File: src/rtl/cmp_search_pkg.sv
// Shared types and helpers for the comparator-driven SAR search controller.
package cmp_search_pkg;

    typedef enum logic [1:0] {
        IDLE  = 2'd0,
        DRIVE = 2'd1,
        DONE  = 2'd2
    } state_t;

    localparam int CMP_WORD_LEN = 14;
    localparam int CMP_IDX_W    = $clog2(CMP_WORD_LEN);

    // True only when exactly one of the three comparator flags is set.
    function automatic logic onehot3(input logic gt, input logic lt, input logic eq);
        return (gt ^ lt ^ eq) & ~(gt & lt & eq);
    endfunction

endpackage

File: src/rtl/cmp_search_settle_tmr.sv
// Per-step settle timer: step_end is high in the last cycle of each SETTLE_CYCLES-long step.
module cmp_search_settle_tmr #(
    parameter int SETTLE_CYCLES = 1
) (
    input  logic clk,
    input  logic reset,
    input  logic load,
    output logic step_end
);

    localparam int            CW       = (SETTLE_CYCLES > 1) ? $clog2(SETTLE_CYCLES) : 1;
    localparam logic [CW-1:0] LOAD_VAL = CW'(SETTLE_CYCLES - 1);

    logic [CW-1:0] cnt;

    // NOTE: sequential state is updated with non-blocking assignments only.
    always_ff @(posedge clk) begin
        if (reset) begin
            cnt <= '0;
        end else if (load) begin
            cnt <= LOAD_VAL;
        end else if (cnt != '0) begin
            cnt <= cnt - 1'b1;
        end
    end

    assign step_end = (cnt == '0);

endmodule

File: src/rtl/cmp_search_ctrl.sv
// MSB-first SAR search that recovers a word reachable only through a magnitude comparator.
// Optional build macro CMP_SEARCH_EARLY_EXIT_EN: finish as soon as the comparator reports eq.
module cmp_search_ctrl
    import cmp_search_pkg::*;
#(
    parameter int WORD_LEN      = CMP_WORD_LEN,
    parameter int SETTLE_CYCLES = 1
) (
    input  logic                clk,
    input  logic                reset,
    input  logic                start,
    input  logic                abort,
    input  logic                cmp_gt,
    input  logic                cmp_lt,
    input  logic                cmp_eq,
    output logic [WORD_LEN-1:0] cmp_in2,
    output logic                cmp_enable,
    output logic                busy,
    output logic                done,
    output logic [WORD_LEN-1:0] result,
    output logic                err
);

    localparam int IDX_W = (WORD_LEN == CMP_WORD_LEN) ? CMP_IDX_W :
                           ((WORD_LEN > 1) ? $clog2(WORD_LEN) : 1);
    localparam logic [WORD_LEN-1:0] ONE = WORD_LEN'(1);

    state_t              state;
    logic [IDX_W-1:0]    idx;
    logic [WORD_LEN-1:0] work;
    logic [WORD_LEN-1:0] work_new;
    logic [WORD_LEN-1:0] next_mask;
    logic                flags_ok;
    logic                step_end;
    logic                tmr_load;

    // NOTE: every always_comb output gets a default first so no latch is inferred.
    always_comb begin
        flags_ok  = onehot3(cmp_gt, cmp_lt, cmp_eq);
        work_new  = work;
        next_mask = ONE << IDX_W'(idx - 1'b1);
        // cmp_in2 already equals work | (1<<idx), so keeping the bit means taking the trial word.
        if (cmp_gt || cmp_eq) begin
            work_new = cmp_in2;
        end
    end

    assign tmr_load = ((state == IDLE) && start) || ((state == DRIVE) && step_end);

    cmp_search_settle_tmr #(
        .SETTLE_CYCLES(SETTLE_CYCLES)
    ) u_settle_tmr (
        .clk     (clk),
        .reset   (reset),
        .load    (tmr_load),
        .step_end(step_end)
    );

    always_ff @(posedge clk) begin
        if (reset) begin
            state      <= IDLE;
            idx        <= '0;
            work       <= '0;
            cmp_in2    <= '0;
            cmp_enable <= 1'b0;
            busy       <= 1'b0;
            done       <= 1'b0;
            result     <= '0;
            err        <= 1'b0;
        end else begin
            case (state)
                IDLE: begin
                    done <= 1'b0;
                    if (start) begin
                        idx        <= IDX_W'(WORD_LEN - 1);
                        work       <= '0;
                        cmp_in2    <= ONE << (WORD_LEN - 1);
                        err        <= 1'b0;
                        cmp_enable <= 1'b1;
                        busy       <= 1'b1;
                        state      <= DRIVE;
                    end
                end

                DRIVE: begin
                    if (abort) begin
                        cmp_enable <= 1'b0;
                        cmp_in2    <= '0;
                        busy       <= 1'b0;
                        state      <= IDLE;
                    end else if (step_end) begin
                        if (!flags_ok) begin
                            err        <= 1'b1;
                            result     <= work;
                            done       <= 1'b1;
                            cmp_enable <= 1'b0;
                            state      <= DONE;
                        end
`ifdef CMP_SEARCH_EARLY_EXIT_EN
                        else if (cmp_eq) begin
                            result     <= cmp_in2;
                            done       <= 1'b1;
                            cmp_enable <= 1'b0;
                            state      <= DONE;
                        end
`endif
                        else if (idx == '0) begin
                            work       <= work_new;
                            result     <= work_new;
                            done       <= 1'b1;
                            cmp_enable <= 1'b0;
                            state      <= DONE;
                        end else begin
                            work    <= work_new;
                            cmp_in2 <= work_new | next_mask;
                            idx     <= IDX_W'(idx - 1'b1);
                        end
                    end
                end

                DONE: begin
                    done  <= 1'b0;
                    busy  <= 1'b0;
                    state <= IDLE;
                end

                default: begin
                    cmp_enable <= 1'b0;
                    busy       <= 1'b0;
                    done       <= 1'b0;
                    state      <= IDLE;
                end
            endcase
        end
    end

endmodule

File: config.mk
export PLATFORM = sky130hd
export DESIGN_NAME = cmp_search_ctrl
export DESIGN_NICKNAME = d
export VERILOG_FILES = /design/src/rtl/cmp_search_pkg.sv /design/src/rtl/cmp_search_settle_tmr.sv /design/src/rtl/cmp_search_ctrl.sv
export SDC_FILE = /design/constraint.sdc
export NUM_CORES = 1
export LEC_CHECK = 0
export CAP_MARGIN = 20
export CORE_MARGIN = 5
export CORE_UTILIZATION = 58
export DETAILED_ROUTE_END_ITERATION = 16
export PLACE_DENSITY = 0.83
export SYNTH_ARGS = -nofsm -noshare
export SYNTH_HDL_FRONTEND = slang
export SYNTH_SLANG_ARGS = --single-unit
File: constraint.sdc
create_clock -name clk -period 7.27 [get_ports clk]
set_input_delay 2.181 -clock clk [delete_from_list [all_inputs] [get_ports clk]]
set_output_delay 2.181 -clock clk [all_outputs]
set_load 0.05 [all_outputs]
==> results.md, run 1 <==
- STA classifies the critical path startpoint as a primary input.
- STA classifies the critical path endpoint as a register.
- The CTS tree is built.
- The number of standard-cell rows in the floorplan is 24.
- Of all nets on the critical path, the largest fanout is 17.
- For this configuration, the core starts out at a cell density of about three fifths.
- The initial antenna violation count is 0.
- The layout cell share with drive strength beyond 1 is 10.19%.
- The area growth from synthesis to layout is 15.43%.
- The number of buffers created by CTS is 5.
- Together, buffers and inverters on the worst path number 1.
- The data arrival time at the worst-slack endpoint is slightly above 5 ns.
- The launch point of the worst path is cmp_gt.
- The largest buffer count on any clock path is 2.
- For met3 alone, demand over resource in global routing was 4.462%.
- For this run, asynchronously set or reset flops after synthesis account for 0%.
- The startpoint identified for the worst hold timing path is result[5].
- Entering global routing, the biggest net connects 25 pins.
- The core occupancy in the finished layout is 70.33%.
- The delay of the slowest cell on the worst path is ~0.72 ns.
- 0 antenna diodes ended up in the layout.
- The layer flagged by global routing as most heavily used is met2.
- The flop and latch count out of synthesis is between 50 and 60.
- The most common cell after layout, fill and taps aside is sky130_fd_sc_hd__dfxtp_1.
- The number of warning messages in the yosys log is 0.
- Counting flops with a built-in enable in the synthesized netlist gives 0.
- The final weighted congestion of routability-driven global placement is 0.8357.
- Of the total synthesized cell area, the portion taken by XOR and XNOR cells is 0.9704%.
- Summed over all layers, the global routing overflow is 0.
- In the global route stage, overall resource usage came out at 22.76%.
- The endpoint required time on the critical path is between 7 and 8 ns.
- The leading register cell type out of synthesis is sky130_fd_sc_hd__dfxtp_1.
- The number of endpoints with negative hold slack in the final report is 0.
- The critical path is of the in -> reg type.
- Setup repair after global routing left no endpoint under its margin.
- The startpoint identified for the worst register-to-register timing path is idx[0].
- After detailed routing, the number of remaining DRC violations is 0.
- The portion of the post-synthesis area used by sequential elements is 39.19%.
- The shortest period the worst path allows is 4.797 ns.
- After synthesis the cells add up to 2708 µm².
- Setup total negative slack on the finished layout was measured at 0 ns.
- The ratio of final minimum period to clock period is about two thirds.
- The worst pin sits at a relative slew slack of about a quarter.
- The synthesized netlist cell count is 305.
- The CTS root buffer is sky130_fd_sc_hd__clkbuf_8.
- The count of input and output buffers is 38.
- In this run the critical register-to-register path is captured at cmp_in2[9].
- The total of cells resized after clock tree synthesis is 0.
- The footprint of the flip-flops and latches is 1061 µm².
- The synthesized area per cell is 8.877 µm².
- Based on the critical path, the design can be clocked at up to 0.2084 GHz.
- The critical path crosses 6 cells after its start point.
- At the later pin of the worst-skew pair, clock insertion delay measures 0.31 ns.
- The area taken by multi-input logic gates is 1495 µm².
- The final number of setup-violating endpoints is 0.
- Global routing used 34.16% of the available met2 tracks.
- The synthesized netlist devotes between 15 and 20% of its cell area to simple gates.
- The largest clock skew in the final design is about 0.0094 ns.
- Across the VDD grid, the largest voltage drop is approximately 0.13 mV.
- The tool flagged a number of max-cap violations equal to 0.
- The first global-routing pass estimated 11230 µm of wire.
- The placeable core region is 4444 µm².
- The number of distinct library cell variants in the gate-level netlist after synthesis is 55.
- The number of global-route vias before repair was between 2000 and 2500.
- The die span in y is around 78 µm.
- In this run the power density over the cells is 184.9 nW/µm².
- The number of filler instances in the final layout is between 300 and 400.
- Once detail routing completed, the nets flagged for antenna violations numbered 0.
- The reported leakage power is approximately 1.0 nW.
- Of the total synthesized cell area, the portion taken by full adders, half adders and majority gates is 2.773%.
- The net total in the final layout is 337.
- After layout, the design draws a total of 0.5780 mW.
- The top cell types in the final layout, fill and taps aside, are sky130_fd_sc_hd__dfxtp_1 (53), sky130_fd_sc_hd__clkdlybuf4s50_1 (38), sky130_fd_sc_hd__a21oi_1 (33).
- The setup slack of the most critical reg-to-reg path is roughly 4.5 ns.
- The width of the die is around 78 µm.
- The number of sinks handled by clock tree synthesis is 53.
- The post-synthesis mux area share is 6.146%.
- The detail-routed via count per cell is 6.532.
- For the pin with the worst max-slew slack, the measured transition is 1.101 ns.
- The run finished with clean final reports.
- The global routing usage on met1 is between 30% and 40%.
- The half-perimeter wire length after detailed placement is 4849 µm.
- Clock-pin slew was measured on the worst setup and hold paths at 0.10 ns.
- The maximum level of the CTS H-tree is 2.
- The post-cts hold buffer count is 0.
- Traced cell by cell, the critical path runs through clkdlybuf4s50_1 > ha_1 > nor2b_1 > o21ai_1 > nor3_1 > a22o_1.
- The synthesized netlist devotes 28.42% of its cell area to compound gates.
- The final number of max-transition violations is 0.
- The min-delay analysis places its worst path in the category reg -> reg.
- The family of cells with the greatest summed delay on the critical path is simple AND/OR/NAND/NOR gates.
- After synthesis, the largest family of logic cells by area is compound AO/OA/AOI/OAI gates.
- The cell count of the worst reg-to-reg path is 6.
- The total number of vias is approximately 2500.
- Wires add up to 6864 µm.
- The master of the slowest instance on the critical path is sky130_fd_sc_hd__nor2b_1.
- The capture point of the worst path is cmp_in2[9].
- The die area is about 6100 µm².
- Once the clock tree was built, the setup fixing pass inserted 0 buffers.
- In this run, the number of DRC markers left after iteration 0 of detailed routing was 230.
- For this design the top-level I/O count stands at 39.
- When the netlist entered floorplanning its net count stood at 318.
- The first TritonRoute pass finished after 5 iterations.
- After detailed routing, the average wire length per cell comes to 18.26 µm.
## cell usage after synthesis, types with 2 or more instances
library cell | count | area share [%]
sky130_fd_sc_hd__a211oi_1 | 7 | 1.9
sky130_fd_sc_hd__mux2i_1 | 2 | 0.74
sky130_fd_sc_hd__a21oi_1 | 33 | 6.1
sky130_fd_sc_hd__inv_1 | 5 | 0.69
sky130_fd_sc_hd__nor2_1 | 12 | 1.7
sky130_fd_sc_hd__nor3_1 | 5 | 0.92
sky130_fd_sc_hd__a21oi_2 | 2 | 0.65
sky130_fd_sc_hd__nand3_1 | 13 | 2.4
sky130_fd_sc_hd__or3b_2 | 3 | 0.97
sky130_fd_sc_hd__buf_6 | 2 | 0.83
sky130_fd_sc_hd__buf_1 | 2 | 0.28
sky130_fd_sc_hd__o21ai_0 | 19 | 3.5
sky130_fd_sc_hd__a311oi_1 | 2 | 0.65
sky130_fd_sc_hd__nor3b_1 | 2 | 0.55
sky130_fd_sc_hd__buf_2 | 11 | 2.0
sky130_fd_sc_hd__mux2_2 | 12 | 5.0
sky130_fd_sc_hd__o2bb2ai_1 | 8 | 2.6
sky130_fd_sc_hd__nand2_1 | 19 | 2.6
sky130_fd_sc_hd__o21bai_1 | 4 | 1.1
sky130_fd_sc_hd__or3_1 | 12 | 2.8
sky130_fd_sc_hd__o2111ai_1 | 13 | 4.2
sky130_fd_sc_hd__nor3b_2 | 2 | 0.92
sky130_fd_sc_hd__a22o_1 | 4 | 1.3
sky130_fd_sc_hd__nor4b_1 | 2 | 0.65
sky130_fd_sc_hd__a31oi_1 | 11 | 2.5
sky130_fd_sc_hd__ha_1 | 6 | 2.8
sky130_fd_sc_hd__dfxtp_1 | 53 | 39
sky130_fd_sc_hd__xor2_1 | 2 | 0.65
sky130_fd_sc_hd__clkbuf_1 | 11 | 1.5
## stage by stage
step | worst slack, ns | std cells | area (µm²) | hold WS [ns]
floorplan | 3.497 | 305 | 2708 | 0.4487
global placement | 2.364 | 369 | 3035 | 0.4621
detailed placement | 2.210 | 369 | 3035 | 0.4679
CTS | 2.533 | 376 | 3126 | 0.4837
global route | 2.238 | 376 | 3126 | 0.5002
finish | 2.473 | 376 | 3126 | 0.4801
## cell families (layout without fill, tap and decap cells)
family	count (synthesis)	after routing
DFF	53	53
xor gates and xnor gates	3	3
muxes	15	15
AOI/OAI and AO/OA	114	114
adders and majority gates	6	6
and+or+nand+nor	80	80
buffers and inverters	33	52
other	1	1
## sequential cells by signal, indices dropped and copies added (netlist names)
register / flops
u_settle_tmr.cnt: 1
done: 1
idx: 4
cmp_in2: 14
err: 1
busy: 1
work: 14
result: 14
state: 2
cmp_enable: 1
## worst min-delay path by stage
stage	endpoint	slack, ns	cells after the start
3_5_place_dp	work[1]	0.47	2
5_1_grt	work[1]	0.50	2
2_1_floorplan	work[0]	0.45	2
6_report	result[5]	0.48	2
3_3_place_gp	result[7]	0.46	2
4_1_cts	work[1]	0.48	2
## worst reg2reg max path, cell delays in order (launching register included)
cell and delay [ns]:
sky130_fd_sc_hd__dfxtp_1 0.39, sky130_fd_sc_hd__inv_1 0.15, sky130_fd_sc_hd__ha_1 0.35, sky130_fd_sc_hd__nor3b_2 0.52
sky130_fd_sc_hd__a2111oi_2 0.17, sky130_fd_sc_hd__a21oi_1 0.84, sky130_fd_sc_hd__a22o_1 0.27
## routing by layer
layer / vias to the layer above / part of all wire, %
met1: 1153 / 48
met3: 11 / 6.9
met5: - / 0
met4: 0 / 1.8
li1: 1177 / -
met2: 115 / 44
## area by class of cell
| type | instances | area share [%] |
|---|---|---|
| Clock buffer | 6 | 2.642 |
| Clock inverter | 1 | 0.2402 |
| Inverter | 5 | 0.6005 |
| Multi-Input combinational cell | 219 | 47.84 |
| Sequential cell | 53 | 33.95 |
| Tap cell | 52 | 2.082 |
| Timing Repair Buffer | 40 | 12.65 |
## where the power goes
group | internal [mW] | leakage, nW | switching [mW]
registers | 0.296 | 0.429 | 0.00779
logic | 0.0325 | 0.571 | 0.0680
clock network | 0.0755 | 0.0433 | 0.0982
No activity file was read; power rests on OpenSTA's default activity.
==> run 2, diff against run 1 <==
--- a/config.mk
+++ b/config.mk
@@ -7,9 +7,9 @@
 export LEC_CHECK = 0
 export CAP_MARGIN = 20
 export CORE_MARGIN = 5
-export CORE_UTILIZATION = 58
+export CORE_UTILIZATION = 49
 export DETAILED_ROUTE_END_ITERATION = 16
-export PLACE_DENSITY = 0.83
+export PLACE_DENSITY = 0.75
 export SYNTH_ARGS = -nofsm -noshare
 export SYNTH_HDL_FRONTEND = slang
 export SYNTH_SLANG_ARGS = --single-unit
==> constraint.sdc (replaced) <==
create_clock -name clk -period 4.4 [get_ports clk]
set_input_delay 1.32 -clock clk [delete_from_list [all_inputs] [get_ports clk]]
set_output_delay 1.32 -clock clk [all_outputs]
set_load 0.05 [all_outputs]
==> run 2 against run 1 <==
  * Core utilization is 12 points lower
  * Register-to-register slack lost 2.5 ns
  * Combinational power grew 77%
  * Die area is 16% higher
  * Global-route usage fell by 1.5 points
  * Clock power grew 61%
  * Final cell count increased by 7.4%
  * Largest cell class unchanged
  * Highest routed layer unchanged
==> results.md, run 2 (synthesized netlist as in run 1, its figures left out) <==
- Outcome: complete, no violations (unchanged).
- The global-route wire length before repair is 12220 µm (was 11230 µm).
- The maximum number of pins on one net before global-route repair is 39 (was 25).
- The master of the slowest instance on the critical path is sky130_fd_sc_hd__nor2b_1 (unchanged).
- The initial antenna violation count is 0 (unchanged).
- The terminus of the critical flop-to-flop path is cmp_in2[10] (was cmp_in2[9]).
- The worst-case vdd ir drop is 0.2264 mV (was 0.1316 mV).
- The post-route worst setup slack was 0.4593 ns (was 2.473 ns).
- The biggest fanout along the worst timing path is 17 (unchanged).
- The final routed wire length divided by cell count is 18.47 µm (was 18.26 µm).
- After layout, the worst path uses approximately nine tenths of the clock period.
- The final number of setup-violating endpoints is 0 (unchanged).
- The power density of the placed cells is 300.6 nW/µm² (was 184.9 nW/µm²).
- The cell count of the worst reg-to-reg path was 7 (was 6).
- Cell chain of the critical path: clkdlybuf4s50_1 > ha_1 > nor2b_1 > o21ai_1 > buf_4 > o22a_1 > o21a_1 (was clkdlybuf4s50_1 > ha_1 > nor2b_1 > o21ai_1 > nor3_1 > a22o_1).
- The die span in y came to 84.34 µm (was 78.33 µm).
- The reported leakage power is 1.080 nW (was 1.044 nW).
- The type of the most critical hold path is reg -> reg (unchanged).
- The number of standard-cell rows in the floorplan was 27 (was 24).
- The maximum clock rate is 0.2538 GHz.
- The initial core utilization came to 49.78% (was 60.92%).
- The worst path in the final design needs a cycle of between 3 and 4 ns, including I/O delays and setup.
- The die area is 7112 µm² (was 6135 µm²).
- The instance area after placement came to 3105 µm² (was 3035 µm²).
- The transition at the pin with the smallest max-transition slack was 1.057 ns (was 1.101 ns).
- The global routing usage on met3 is 4.809% (was 4.462%).
- The CTS tree was built (unchanged).
- The clock latency at the later pin of the worst-skew pair is 0.31 ns (about the same).
- The total of cells resized after clock tree synthesis was 0 (unchanged).
- The final weighted congestion of routability-driven global placement is 0.8699 (was 0.8357).
- The half-perimeter wire length after detailed placement was 4870 µm (was 4849 µm).
- The number of top-level pins was 39 (unchanged).
- Setup repair after global routing missed its margin: no (unchanged).
- The layout cell share with drive strength beyond 1 is 12.05% (was 10.19%).
- The most common cell after layout, fill and taps aside is sky130_fd_sc_hd__dfxtp_1 (unchanged).
- The path type of the worst setup path is in -> reg (unchanged).
- The area overhead of the layout relative to synthesis is 18.16% (was 15.43%).
- The count of max-cap constraint violations was 0 (unchanged).
- The setup slack of the most critical reg-to-reg path is 2.00 ns (was 4.53 ns).
- The number of placed instances, taps included is 395 (was 369).
- The fraction of met2 tracks used by global routing is 33.43% (was 34.16%).
- The placeable core region came to 5439 µm² (was 4444 µm²).
- The launch point of the worst path is cmp_gt (unchanged).
- The data arrival time at the worst-slack endpoint is 4.15 ns (was 5.06 ns).
- The element type at the critical path start is a primary input (unchanged).
- The largest buffer count on any clock path is 2 (unchanged).
- The final non-filler cell total is 404 (was 376).
- The delay of the slowest cell on the worst path is 0.85 ns (was 0.72 ns).
- The number of remaining DRC errors is 0 (unchanged).
- The violation count after the first detailed-route iteration is 208 (was 230).
- The post-placement worst setup slack came to 0.1961 ns (was 2.210 ns).
- The worst relative slew slack came to 29.37% (was 26.11%).
- The post-cts hold buffer count is 0 (unchanged).
- The total setup buffers inserted after CTS came to 0 (unchanged).
- The number of sinks handled by clock tree synthesis was 53 (unchanged).
- Commonest cells after routing, fill and taps aside: sky130_fd_sc_hd__dfxtp_1 (53), sky130_fd_sc_hd__clkdlybuf4s50_1 (38), sky130_fd_sc_hd__a21oi_1 (33) (unchanged).
- The number of antenna repair diodes is 0 (unchanged).
- The critical path endpoint category is a register (unchanged).
- The width of the die is 84.34 µm (was 78.33 µm).
- The maximum level of the CTS H-tree is 2 (unchanged).
- The final number of max-transition violations is 0 (unchanged).
- The CTS root buffer is sky130_fd_sc_hd__clkbuf_8 (unchanged).
- Registers with the most flip-flops: cmp_in2 x14, result x14, work x14 (unchanged).
- The remaining antenna violation count is 0 (unchanged).
- The largest clock skew in the final design is 0.007187 ns (was 0.009380 ns).
- The final total power is 0.9616 mW (was 0.5780 mW).
- The number of buffers created by CTS is 5 (unchanged).
- The total overflow reported by the global router was 0 (unchanged).
- The endpoint required time on the critical path was 4.61 ns (was 7.53 ns).
- The total number of vias came to 2509 (was 2456).
- The number of detailed-routing iterations run before antenna repair is 4 (was 5).
- The net total in the final layout is 344 (was 337).
- The all-layer global routing usage is 21.24% (was 22.76%).
- The number of global-route vias before repair came to 2409 (was 2231).
- The final wirelength is 7460 µm (was 6864 µm).
- The number of endpoints with negative hold slack in the final report is 0 (unchanged).
- The capture point of the worst path is idx[2] (was cmp_in2[9]).
- The CTS clock-pin slew for the worst setup and hold paths is 0.10 ns (about the same).
- The global routing's busiest layer was met2 (unchanged).
- The global routing usage on met1 is 28.55% (was 32.27%).
- The startpoint of the lowest-slack register-to-register path is idx[0] (unchanged).
- The post-route standard cell area excluding fillers is 3199 µm² (was 3126 µm²).
- The post-route setup TNS is 0 ns (unchanged).
- The detail-routed via count per cell is 6.210 (was 6.532).
- The count of input and output buffers is 38 (unchanged).
- The number of filler instances in the final layout is 480 (was 362).
-- run 2: power breakdown --
group / leakage (nW) / internal, mW / total [mW] / switching [mW]
logic: 0.605 / 0.0578 / 0.179 / 0.121
clock network: 0.0456 / 0.114 / 0.281 / 0.167
registers: 0.429 / 0.489 / 0.502 / 0.0129
-- run 2: routing by layer --
metal / part of all wire [%] / routed length, µm
met5: 0 / 0
met4: 1.4 / 107
met3: 8.1 / 602
met2: 47 / 3480
met1: 44 / 3269
-- run 2: through the flow --
step	hold WS, ns	utilization [%]
2_1_floorplan	0.4487	-
3_3_place_gp	0.4572	57.10
3_5_place_dp	0.4669	57.10
4_1_cts	0.4806	58.68
5_1_grt	0.5034	58.82
6_report	0.4812	58.82
-- run 2: final cells by class --
class	instances	area [µm²]	share of cell area [%]
multi-input combinational	219	1495	46.73
sequential	53	1061	33.16
timing repair buffer	47	447.9	14.00
tap	72	90.09	2.816
clock buffer	6	72.57	2.268
inverter	5	18.77	0.5866
clock inverter	2	13.76	0.4302
-- run 2: worst min path at each step --
stage / from / end / slack, ns / cells past startpoint
finish: work[7] / work[7] / 0.48 / 2
global route: result[4] / result[4] / 0.50 / 2
CTS: work[7] / work[7] / 0.48 / 2
detailed placement: result[10] / result[10] / 0.47 / 2
global placement: work[7] / work[7] / 0.46 / 2
floorplan: work[0] / work[0] / 0.45 / 2
-- run 2: critical path, delay by kind of cell --
| kind | cells | cell delay [ns] |
|---|---|---|
| adders and majority gates | 1 | 0.40 |
| and+or+nand+nor | 1 | 0.85 |
| AOI/OAI and AO/OA | 3 | 0.78 |
| buffers and inverters | 2 | 0.79 |
==> run 3, diff against run 2 <==
--- a/config.mk
+++ b/config.mk
@@ -6,7 +6,7 @@
 export NUM_CORES = 1
 export LEC_CHECK = 0
 export CAP_MARGIN = 20
-export CORE_MARGIN = 5
+export CORE_MARGIN = 8
 export CORE_UTILIZATION = 49
 export DETAILED_ROUTE_END_ITERATION = 16
 export PLACE_DENSITY = 0.75
==> run 3 against run 2 <==
  * Global-route usage fell by 3.4 points
  * First-iteration DRC count rose by 13%
  * Sequential power barely moved
  * Combinational power barely moved
  * Routed wire length barely moved
  * Hold slack got worse by 0.0036 ns
==> results.md, run 3 (synthesized netlist as in run 1, its figures left out) <==
- Outcome: complete, no violations (unchanged).
- The startpoint of the lowest-slack register-to-register path is idx[0] (unchanged).
- The count of cells along the worst hold path came to 2 (unchanged).
- The largest clock skew in the final design came to 0.008362 ns (was 0.007187 ns).
- The number of buffers created by CTS is 5 (unchanged).
- The number of antenna repair diodes was 0 (unchanged).
- The combined buffer and inverter count along the critical path is 1 (was 2).
- The endpoint required time on the critical path is 4.66 ns (was 4.61 ns).
- The reported leakage power came to 1.092 nW (was 1.080 nW).
- The post-cts hold buffer count is 0 (unchanged).
- The largest buffer count on any clock path is 2 (unchanged).
- Commonest cells after routing, fill and taps aside: sky130_fd_sc_hd__dfxtp_1 (53), sky130_fd_sc_hd__clkdlybuf4s50_1 (38), sky130_fd_sc_hd__a21oi_1 (33) (unchanged).
- The final wirelength is 7455 µm (was 7460 µm).
- The initial antenna violation count came to 0 (unchanged).
- The instance count on the critical path came to 6 (was 7).
- The tightest hold margin is 0.4776 ns (was 0.4812 ns).
- The master of the slowest instance on the critical path is sky130_fd_sc_hd__a21oi_1 (was sky130_fd_sc_hd__nor2b_1).
- The number of remaining DRC errors is 0 (unchanged).
- The transition at the pin with the smallest max-transition slack is 1.144 ns (was 1.057 ns).
- The final number of max-transition violations came to 0 (unchanged).
- The biggest fanout along the worst timing path was 13 (was 17).
- The number of sinks handled by clock tree synthesis is 53 (unchanged).
- The cell count of the worst reg-to-reg path came to 6 (was 7).
- The shortest period the worst path allows was 3.659 ns (was 3.941 ns).
- The total number of vias was 2496 (was 2509).
- The CTS tree is built (unchanged).
- Cell chain of the critical path: clkdlybuf4s50_1 > ha_1 > or3b_1 > nand3_1 > a21oi_1 > a22o_1 (was clkdlybuf4s50_1 > ha_1 > nor2b_1 > o21ai_1 > buf_4 > o22a_1 > o21a_1).
- The type of the most critical hold path was reg -> reg (unchanged).
- The element type at the critical path start is a primary input (unchanged).
- The count of input and output buffers is 38 (unchanged).
- The net total in the final layout is 344 (unchanged).
- The placeable core region is 5405 µm² (was 5439 µm²).
- The die area is 8160 µm² (was 7112 µm²).
- The post-route worst setup slack is 0.7407 ns (was 0.4593 ns).
- The worst hold path startpoint is result[11] (was work[7]).
- The global-route wire length before repair is 12100 µm (was 12220 µm).
- The most common cell after layout, fill and taps aside is sky130_fd_sc_hd__dfxtp_1 (unchanged).
- The critical path endpoint category is a register (unchanged).
- The total setup buffers inserted after CTS is 0 (unchanged).
- The half-perimeter wire length after detailed placement is 5190 µm (was 4870 µm).
- The post-route setup TNS came to 0 ns (unchanged).
- The remaining antenna violation count is 0 (unchanged).
- The violation count after the first detailed-route iteration is 235 (was 208).
- The width of the die was 90.34 µm (was 84.34 µm).
- The initial core utilization is 50.09% (was 49.78%).
- The data arrival time at the worst-slack endpoint is 3.92 ns (was 4.15 ns).
- The setup slack of the most critical reg-to-reg path is 1.59 ns (was 2.00 ns).
- The number of global-route vias before repair was 2320 (was 2409).
- The number of standard-cell rows in the floorplan is 27 (unchanged).
- The worst relative slew slack is 23.72% (was 29.37%).
- Registers with the most flip-flops: cmp_in2 x14, result x14, work x14 (unchanged).
- The power density of the placed cells is 318.4 nW/µm² (was 300.6 nW/µm²).
- The die span in y came to 90.34 µm (was 84.34 µm).
- The path type of the worst setup path is in -> reg (unchanged).
- The number of detailed-routing iterations run before antenna repair is 5 (was 4).
- The worst-case vdd ir drop is 0.2046 mV (was 0.2264 mV).
- The number of endpoints with negative hold slack in the final report is 0 (unchanged).
- Setup repair after global routing missed its margin: no (unchanged).
- The ratio of final minimum period to clock period is 83.17% (was 89.56%).
- The count of max-cap constraint violations came to 0 (unchanged).
- The total overflow reported by the global router was 0 (unchanged).
- The post-placement worst setup slack is 0.4705 ns (was 0.1961 ns).
- The total of cells resized after clock tree synthesis came to 0 (unchanged).
- The final number of setup-violating endpoints is 0 (unchanged).
- The all-layer global routing usage is 17.80% (was 21.24%).
- The final weighted congestion of routability-driven global placement is 0.9472 (was 0.8699).
- The maximum clock rate is 0.2733 GHz (was 0.2538 GHz).
- The final routed wire length divided by cell count came to 18.45 µm (was 18.47 µm).
- The CTS root buffer is sky130_fd_sc_hd__clkbuf_8 (unchanged).
- The delay of the slowest cell on the worst path is 0.94 ns (was 0.85 ns).
- The family of cells with the greatest summed delay on the critical path is compound AO/OA/AOI/OAI gates (was simple AND/OR/NAND/NOR gates).
- The launch point of the worst path was cmp_gt (unchanged).
- The layout cell share with drive strength beyond 1 is 12.35% (was 12.05%).
- The number of top-level pins was 39 (unchanged).
- The maximum level of the CTS H-tree is 2 (unchanged).
- The CTS clock-pin slew for the worst setup and hold paths is 0.10 ns (about the same).
- The clock latency at the later pin of the worst-skew pair is 0.32 ns (was 0.31 ns).
- The maximum number of pins on one net before global-route repair is 30 (was 39).
- The detail-routed via count per cell is 6.178 (was 6.210).
- The area overhead of the layout relative to synthesis is 19.41% (was 18.16%).
==> run 3: cell count changes in the layout (fill, tap and decap cells not counted) <==
cell / previous run / this run
sky130_fd_sc_hd__clkbuf_1: 1 / 0
sky130_fd_sc_hd__clkinv_2: 1 / 0
sky130_fd_sc_hd__inv_6: 1 / 0
sky130_fd_sc_hd__clkinvlp_4: 0 / 1
sky130_fd_sc_hd__bufinv_16: 0 / 1
sky130_fd_sc_hd__clkbuf_8: 5 / 6
==> run 3: stage by stage <==
step	utilization (%)	power (mW)	std cells	cell area, µm²
floorplan	-	0.6368	305	2708
global placement	57.59	0.6829	396	3113
detailed placement	57.59	0.6856	396	3113
CTS	59.81	1.031	404	3233
global route	59.81	1.066	404	3233
finish	59.81	1.029	404	3233
==> run 3: report_power, final <==
group | internal, mW | switching (mW) | total, mW
Clock | 0.185 | 0.166 | 0.351
Sequential | 0.489 | 0.0129 | 0.502
Combinational | 0.0577 | 0.119 | 0.176
==> run 3: worst min-delay path: stages, from the launching register on <==
cell,delay (ns)
sky130_fd_sc_hd__dfxtp_1,0.32
sky130_fd_sc_hd__o21ai_0,0.06
sky130_fd_sc_hd__a21oi_1,0.06
==> run 3: layout make-up <==
| type | instances | area (µm²) |
|---|---|---|
| fillers | 496 | 2172 |
| multi-input cells | 219 | 1495 |
| flip-flops and latches | 53 | 1061 |
| repair buffers | 47 | 447.9 |
| well taps | 72 | 90.09 |
| clock buffers | 6 | 82.58 |
| clock inverters | 2 | 37.54 |
| inverters | 5 | 18.77 |
==> run 3: final timing paths <==
check	to
setup / recovery	cmp_in2[8]
hold / removal	result[11]
setup reg to reg	cmp_in2[8]
hold reg to reg	result[11]
==> run 3: metal layers <==
layer / routed length [µm] / track usage, %
met2: 3492 / 28.71
met1: 3348 / 22.67
met3: 503 / 3.741
met4: 110 / 6.796
met5: 0 / 0
